$ cat config.mk
export PLATFORM = sky130hd
export DESIGN_NAME = brew_scheduler
export DESIGN_NICKNAME = d
export VERILOG_FILES = /design/src/rtl/brew_scheduler.sv
export SDC_FILE = /design/constraint.sdc
export NUM_CORES = 1
export LEC_CHECK = 0
export BUFFER_PORTS_ARGS = -buffer_cell sky130_fd_sc_hd__buf_4
export CAP_MARGIN = 15
export CORE_UTILIZATION = 48
export CTS_CLUSTER_SIZE = 24
export DETAILED_ROUTE_END_ITERATION = 10
export PLACE_DENSITY = 0.78
export SLEW_MARGIN = 40
export SYNTH_ARGS = -nofsm -noshare
export SYNTH_HDL_FRONTEND = slang
export SYNTH_SLANG_ARGS = --single-unit
export TNS_END_PERCENT = 30
$ cat constraint.sdc
create_clock -name clk -period 1.7 [get_ports clk]
set_input_delay 0.34 -clock clk [delete_from_list [all_inputs] [get_ports clk]]
set_output_delay 0.34 -clock clk [all_outputs]
set_load 0.1 [all_outputs]
$ cat src/rtl/brew_scheduler.sv
// brew_scheduler: round-robin arbiter and phase sequencer that shares one grinder/brewer/milk
// unit between NUM_REQ payment front-ends. Every output is registered and reflects the
// state the FSM was in one cycle earlier, so the supply abort is judged against the
// actuator that is actually on.
// Optional feature: define BREW_STATS_EN to add the cups_served / fails_seen counters.
module brew_scheduler #(
    parameter int unsigned NUM_REQ      = 2,
    parameter int unsigned GRIND_CYCLES = 4,
    parameter int unsigned BREW_CYCLES  = 8,
    parameter int unsigned MILK_CYCLES  = 3
) (
    input  logic               clk,
    input  logic               reset_n,
    input  logic [NUM_REQ-1:0] req,
    input  logic [NUM_REQ-1:0] req_milk,
    input  logic               coffee_available,
    input  logic               milk_available,
    output logic [NUM_REQ-1:0] grant,
    output logic [NUM_REQ-1:0] done,
    output logic [NUM_REQ-1:0] fail,
    output logic               busy,
    output logic               grinder_on,
    output logic               heater_on,
    output logic               milk_valve,
    output logic               err_supply
`ifdef BREW_STATS_EN
    ,
    output logic [15:0]        cups_served,
    output logic [7:0]         fails_seen
`endif
);

    localparam int unsigned IdW    = (NUM_REQ > 1) ? $clog2(NUM_REQ) : 1;
    localparam int unsigned MaxGB  = (GRIND_CYCLES > BREW_CYCLES) ? GRIND_CYCLES : BREW_CYCLES;
    localparam int unsigned MaxCyc = (MaxGB > MILK_CYCLES) ? MaxGB : MILK_CYCLES;
    localparam int unsigned TimerW = $clog2(MaxCyc + 1);

    typedef enum logic [2:0] {
        StIdle,
        StCheck,
        StGrind,
        StBrew,
        StMilk,
        StDone,
        StFail
    } state_e;

    state_e              state_q, state_d;
    logic [IdW-1:0]      id_q, id_d;
    logic [IdW-1:0]      rr_ptr_q, rr_ptr_d;
    logic                milk_q, milk_d;
    logic [TimerW-1:0]   timer_q, timer_d;
    logic [NUM_REQ-1:0]  grant_q, grant_d;
    logic [NUM_REQ-1:0]  done_q, done_d;
    logic [NUM_REQ-1:0]  fail_q, fail_d;
    logic                busy_q, busy_d;
    logic                grinder_q, grinder_d;
    logic                heater_q, heater_d;
    logic                milk_valve_q, milk_valve_d;
    logic                err_q, err_d;

    logic                arb_found;
    logic [IdW-1:0]      arb_id;
    logic [NUM_REQ-1:0]  id_onehot;
    logic                abort;

    assign id_onehot = NUM_REQ'(1) << id_q;

    // Supply lost while its actuator is actually running.
    assign abort = ((grinder_q | heater_q) & ~coffee_available) | (milk_valve_q & ~milk_available);

    // Round-robin pick: first requester at or after rr_ptr, wrapping.
    always_comb begin
        int unsigned idx;
        logic [IdW-1:0] cand;
        arb_found = 1'b0;
        arb_id    = '0;
        idx       = 0;
        cand      = '0;
        for (int unsigned i = 0; i < NUM_REQ; i++) begin
            idx = 32'(rr_ptr_q) + i;
            if (idx >= NUM_REQ) begin
                idx = idx - NUM_REQ;
            end
            cand = IdW'(idx);
            if (!arb_found && req[cand]) begin
                arb_found = 1'b1;
                arb_id    = cand;
            end
        end
    end

    // Next-state and registered-output decode.
    always_comb begin
        state_d      = state_q;
        id_d         = id_q;
        rr_ptr_d     = rr_ptr_q;
        milk_d       = milk_q;
        timer_d      = timer_q;
        grant_d      = '0;
        done_d       = '0;
        fail_d       = '0;
        err_d        = err_q;

        unique case (state_q)
            StIdle: begin
                if (arb_found) begin
                    id_d     = arb_id;
                    milk_d   = req_milk[arb_id];
                    rr_ptr_d = (arb_id == IdW'(NUM_REQ - 1)) ? '0 : arb_id + IdW'(1);
                    state_d  = StCheck;
                end
            end
            StCheck: begin
                if (!coffee_available || (milk_q && !milk_available)) begin
                    state_d = StFail;
                end else begin
                    state_d = StGrind;
                    timer_d = TimerW'(GRIND_CYCLES - 1);
                end
            end
            StGrind: begin
                if (timer_q == '0) begin
                    state_d = StBrew;
                    timer_d = TimerW'(BREW_CYCLES - 1);
                end else begin
                    timer_d = timer_q - TimerW'(1);
                end
            end
            StBrew: begin
                if (timer_q == '0) begin
                    if (milk_q) begin
                        state_d = StMilk;
                        timer_d = TimerW'(MILK_CYCLES - 1);
                    end else begin
                        state_d = StDone;
                    end
                end else begin
                    timer_d = timer_q - TimerW'(1);
                end
            end
            StMilk: begin
                if (timer_q == '0) begin
                    state_d = StDone;
                end else begin
                    timer_d = timer_q - TimerW'(1);
                end
            end
            StDone:  state_d = StIdle;
            StFail:  state_d = StIdle;
            default: state_d = StIdle;
        endcase

        // Abort can only be raised while an actuator is on, i.e. GRIND..DONE.
        if (abort) begin
            state_d = StFail;
        end

        if (state_q == StCheck && state_d == StGrind) begin
            grant_d = id_onehot;
        end
        if (state_q == StDone && !abort) begin
            done_d = id_onehot;
        end
        // Fail pulses on entry to FAIL so it lines up with the actuator drop.
        if (state_d == StFail && state_q != StFail) begin
            fail_d = id_onehot;
        end

        busy_d       = (state_q != StIdle);
        grinder_d    = (state_q == StGrind) && !abort;
        heater_d     = (state_q == StBrew) && !abort;
        milk_valve_d = (state_q == StMilk) && !abort;

        if (|fail_d) begin
            err_d = 1'b1;
        end else if (|grant_d) begin
            err_d = 1'b0;
        end
    end

    // State and output registers; async reset forces actuators off immediately.
    always_ff @(posedge clk or negedge reset_n) begin
        if (!reset_n) begin
            state_q      <= StIdle;
            id_q         <= '0;
            rr_ptr_q     <= '0;
            milk_q       <= 1'b0;
            timer_q      <= '0;
            grant_q      <= '0;
            done_q       <= '0;
            fail_q       <= '0;
            busy_q       <= 1'b0;
            grinder_q    <= 1'b0;
            heater_q     <= 1'b0;
            milk_valve_q <= 1'b0;
            err_q        <= 1'b0;
        end else begin
            state_q      <= state_d;
            id_q         <= id_d;
            rr_ptr_q     <= rr_ptr_d;
            milk_q       <= milk_d;
            timer_q      <= timer_d;
            grant_q      <= grant_d;
            done_q       <= done_d;
            fail_q       <= fail_d;
            busy_q       <= busy_d;
            grinder_q    <= grinder_d;
            heater_q     <= heater_d;
            milk_valve_q <= milk_valve_d;
            err_q        <= err_d;
        end
    end

    assign grant      = grant_q;
    assign done       = done_q;
    assign fail       = fail_q;
    assign busy       = busy_q;
    assign grinder_on = grinder_q;
    assign heater_on  = heater_q;
    assign milk_valve = milk_valve_q;
    assign err_supply = err_q;

`ifdef BREW_STATS_EN
    logic [15:0] cups_q, cups_d;
    logic [7:0]  fails_q, fails_d;

    // Cups wrap; fail count saturates.
    always_comb begin
        cups_d  = cups_q;
        fails_d = fails_q;
        if (|done_d) begin
            cups_d = cups_q + 16'd1;
        end
        if (|fail_d && fails_q != 8'hFF) begin
            fails_d = fails_q + 8'd1;
        end
    end

    // Statistics registers.
    always_ff @(posedge clk or negedge reset_n) begin
        if (!reset_n) begin
            cups_q  <= '0;
            fails_q <= '0;
        end else begin
            cups_q  <= cups_d;
            fails_q <= fails_d;
        end
    end

    assign cups_served = cups_q;
    assign fails_seen  = fails_q;
`endif

endmodule
==> metrics.csv <==
stage,metric,value,unit
synthesis,Syn Std Cell Area,1070,sq um
clock_tree,clk root buf,clkbuf_4,
route,Initial DRC Count,29,
global_route,initial antenna violation count,0,
clock_tree,"CTS clk-pin slew, worst paths",0.11,ns
floorplan,Core Area,2020,sq um
sta,max-slew violations,0,
sta,RSZ-0062 raised after global routing,true,
worst_setup_path,Crit Path Max Fanout,3,
min_path,Worst Hold End,id_q,
floorplan,die footprint,2420,sq um
route,# DRC,0,
synthesis,"flops & latches, synth",21,
synthesis,cell count after synthesis,107,
route,antenna-violating nets left,0,
route,WL per Instance,15.2,um
route,DR pass1 iterations,4,
min_path,hold path cells,2,
sta,fin crit share,108,%
layout,fin area,1470,sq um
worst_setup_path,worst r2r src,timer_q[1],
synthesis,Ys Warns,0,
sta,"Hold Vio Cnt, Final",0,
power,VDD IR max,1.51,mV
worst_setup_path,Worst R2R End,timer_q[1],
synthesis,"Net Count, Synth",116,
clock_tree,CTS Buf Count,3,
power,leakage power,0.703,nW
sta,minimum clock period,1.83,ns
layout,# fillers,151,
worst_setup_path,R2R depth,6,
layout,Ant. Diodes,0,
job,max_cap viols,0,
clock_tree,Worst-Skew Late Latency,0.31,ns
synthesis,ys async rst share,100,%
global_route,first-pass GRT wire length,4490,um
synthesis,"Distinct cells, synth",40,
worst_setup_path,Worst EP required,1.90,ns
status,outcome,finished with violations,
sta,Final WS setup,-0.133,ns
synthesis,ys flop type,dfrtp_1,
global_route,vias in the first global route,995,
worst_setup_path,CP arrival,2.04,ns
status,failing checks,negative setup slack,
clock_tree,H-tree Lvls,1,
worst_setup_path,Worst Setup Path Type,reg -> reg,
floorplan,FP Rows,16,
layout,layout cell share with drive strength beyond 1,39.3,%
route,via count,1031,
sta,Clock Skew,0.00150,ns
min_path,min-delay src,req[0],
route,final WL,2690,um
sta,Fmax,0.546,GHz
global_route,grt ovf,0,
worst_setup_path,Worst setup EP type,register,
power,Cell Pwr Density,2070,nW/um^2
synthesis,part of the Yosys area used for sequential elements,49.1,%
sta,Final setup viols,4,
floorplan,die height,49.2,um
synthesis,syn avg cell area,10.0,sq um
clock_tree,CTS max path bufs,2,
sta,Tightest Pin Transition,0.340,ns
sta,Slew headroom,77.1,%
global_route,pin count of the biggest net entering global routing,22,
floorplan,starting density of the core,53.0,%
route,Vias per Instance,5.82,
place,DP HPWL,1960,um
sta,setup TNS,-0.266,ns
layout,# nets final,160,
worst_setup_path,CP Launch Type,register,
place,I/O Buffers,18,
floorplan,width of the die,49.2,um
place,placer congestion estimate,0.806,
clock_tree,CTS tree,yes,
synthesis,number of flops mapped to enable cells by yosys,0,
place,dpl cell area,1380,sq um
layout,Layout Area Growth over Synthesis,37.6,%
clock_tree,clk sinks,21,
floorplan,Ports,19,
min_path,Hold WC Path Type,in -> reg,
global_route,Total GRT Usage,24.8,%
worst_setup_path,reg2reg setup slack,-0.13,ns
==> final cells by class <==
cell class / instances / area [sq um] / share of cell area [%]
multi-input cells: 71 / 518 / 35.1
flip-flops and latches: 21 / 526 / 35.7
well taps: 27 / 33.8 / 2.29
inverters: 10 / 37.5 / 2.55
clock buffers: 4 / 26.3 / 1.78
repair buffers: 44 / 333 / 22.6
==> worst max path at each step <==
stage | start | to | slack [ns] | cells past startpoint
4_1_cts | timer_q[1] | timer_q[1] | -0.16 | 6
3_5_place_dp | timer_q[0] | timer_q[1] | -0.20 | 6
3_3_place_gp | timer_q[0] | timer_q[1] | -0.13 | 6
2_1_floorplan | timer_q[0] | timer_q[1] | -0.18 | 7
6_report | timer_q[1] | timer_q[1] | -0.13 | 6
5_1_grt | timer_q[1] | timer_q[1] | -0.18 | 6
==> worst max-delay path: stages, from the launching register on <==
cell     delay, ns
dfrtp_1       0.42
inv_2         0.08
ha_4          0.13
or3b_4        0.40
a22oi_4       0.19
and3_4        0.22
mux2_4        0.30
==> through the flow <==
stage                     power (mW)  instances  util, %  worst slack [ns]  hold slack [ns]
after floorplan                 2.02        107        -            -0.185           0.0444
after global placement          2.60        169     68.1            -0.126            0.232
after detailed placement        2.67        169     68.1            -0.199            0.237
after CTS                       2.97        176     71.5            -0.157            0.232
after global routing            3.25        177     72.9            -0.179            0.227
final                           3.05        177     72.9            -0.133            0.233
==> logic make-up after synthesis <==
group	synth area share [%]
and+or+nand+nor	18.7
buffers and inverters	6.19
DFF	49.1
adders and majority gates	1.17
muxes	2.34
AOI/OAI and AO/OA	22.5
==> where the power goes <==
group / leakage (nW) / switching [mW] / internal [mW]
logic: 0.425 / 1.19 / 0.790
clock network: 0.0150 / 0.154 / 0.0917
registers: 0.262 / 0.150 / 0.672
total: 0.703 / 1.50 / 1.55
==> layout by cell type, fill, tap and decap left out, types with 2 or more instances in the layout <==
cell type,Yosys,layout
a21oi_1,12,12
nand2b_1,3,3
dfrtp_1,21,21
clkbuf_4,0,3
nor3b_2,1,2
inv_1,10,8
a31oi_1,3,3
inv_2,0,2
nor3_1,5,5
nor2b_1,3,3
o21ai_1,2,3
o22ai_1,3,3
nand2_1,5,5
nor2_1,2,2
o21ai_0,6,5
buf_4,0,43
==> state kept, by name (all words and copies together) (netlist names), 2 cells and up <==
signal / flops
grant: 2
done: 2
timer_q: 4
fail: 2
state_q: 3
==> layer usage <==
layer | up-vias | track usage [%] | wire [um]
met5 | - | 0 | 0
met4 | 0 | 10.3 | 46
met3 | 7 | 3.74 | 146
met2 | 40 | 41.8 | 1310
met1 | 508 | 31.3 | 1180
li1 | 476 | - | -
==> synthesized netlist by cell type, types with 2 or more instances <==
library cell | number | area share (%)
o22ai_1 | 3 | 1.8
a31oi_1 | 3 | 1.8
clkbuf_1 | 2 | 0.70
nand2b_1 | 3 | 1.8
o21ai_1 | 2 | 0.93
o21ai_0 | 6 | 2.8
or3b_1 | 2 | 1.6
dfrtp_1 | 21 | 49
nor2b_1 | 3 | 1.8
nor2_1 | 2 | 0.70
buf_2 | 2 | 0.93
inv_1 | 10 | 3.5
nand2_1 | 5 | 1.8
nor3_1 | 5 | 2.3
a32oi_1 | 2 | 1.6
a21oi_1 | 12 | 5.6
==> timing repair <==
item / CTS / global route
setup endpoints to repair: 6 / 7
gates cloned: 0 / 0
pin swaps: 3 / 4
hold buffers: 1 / 0
setup buffers: 2 / 1
resized for setup: 5 / 5
hold endpoints to repair: 21 / 0
(Power assumes the default switching activity.)
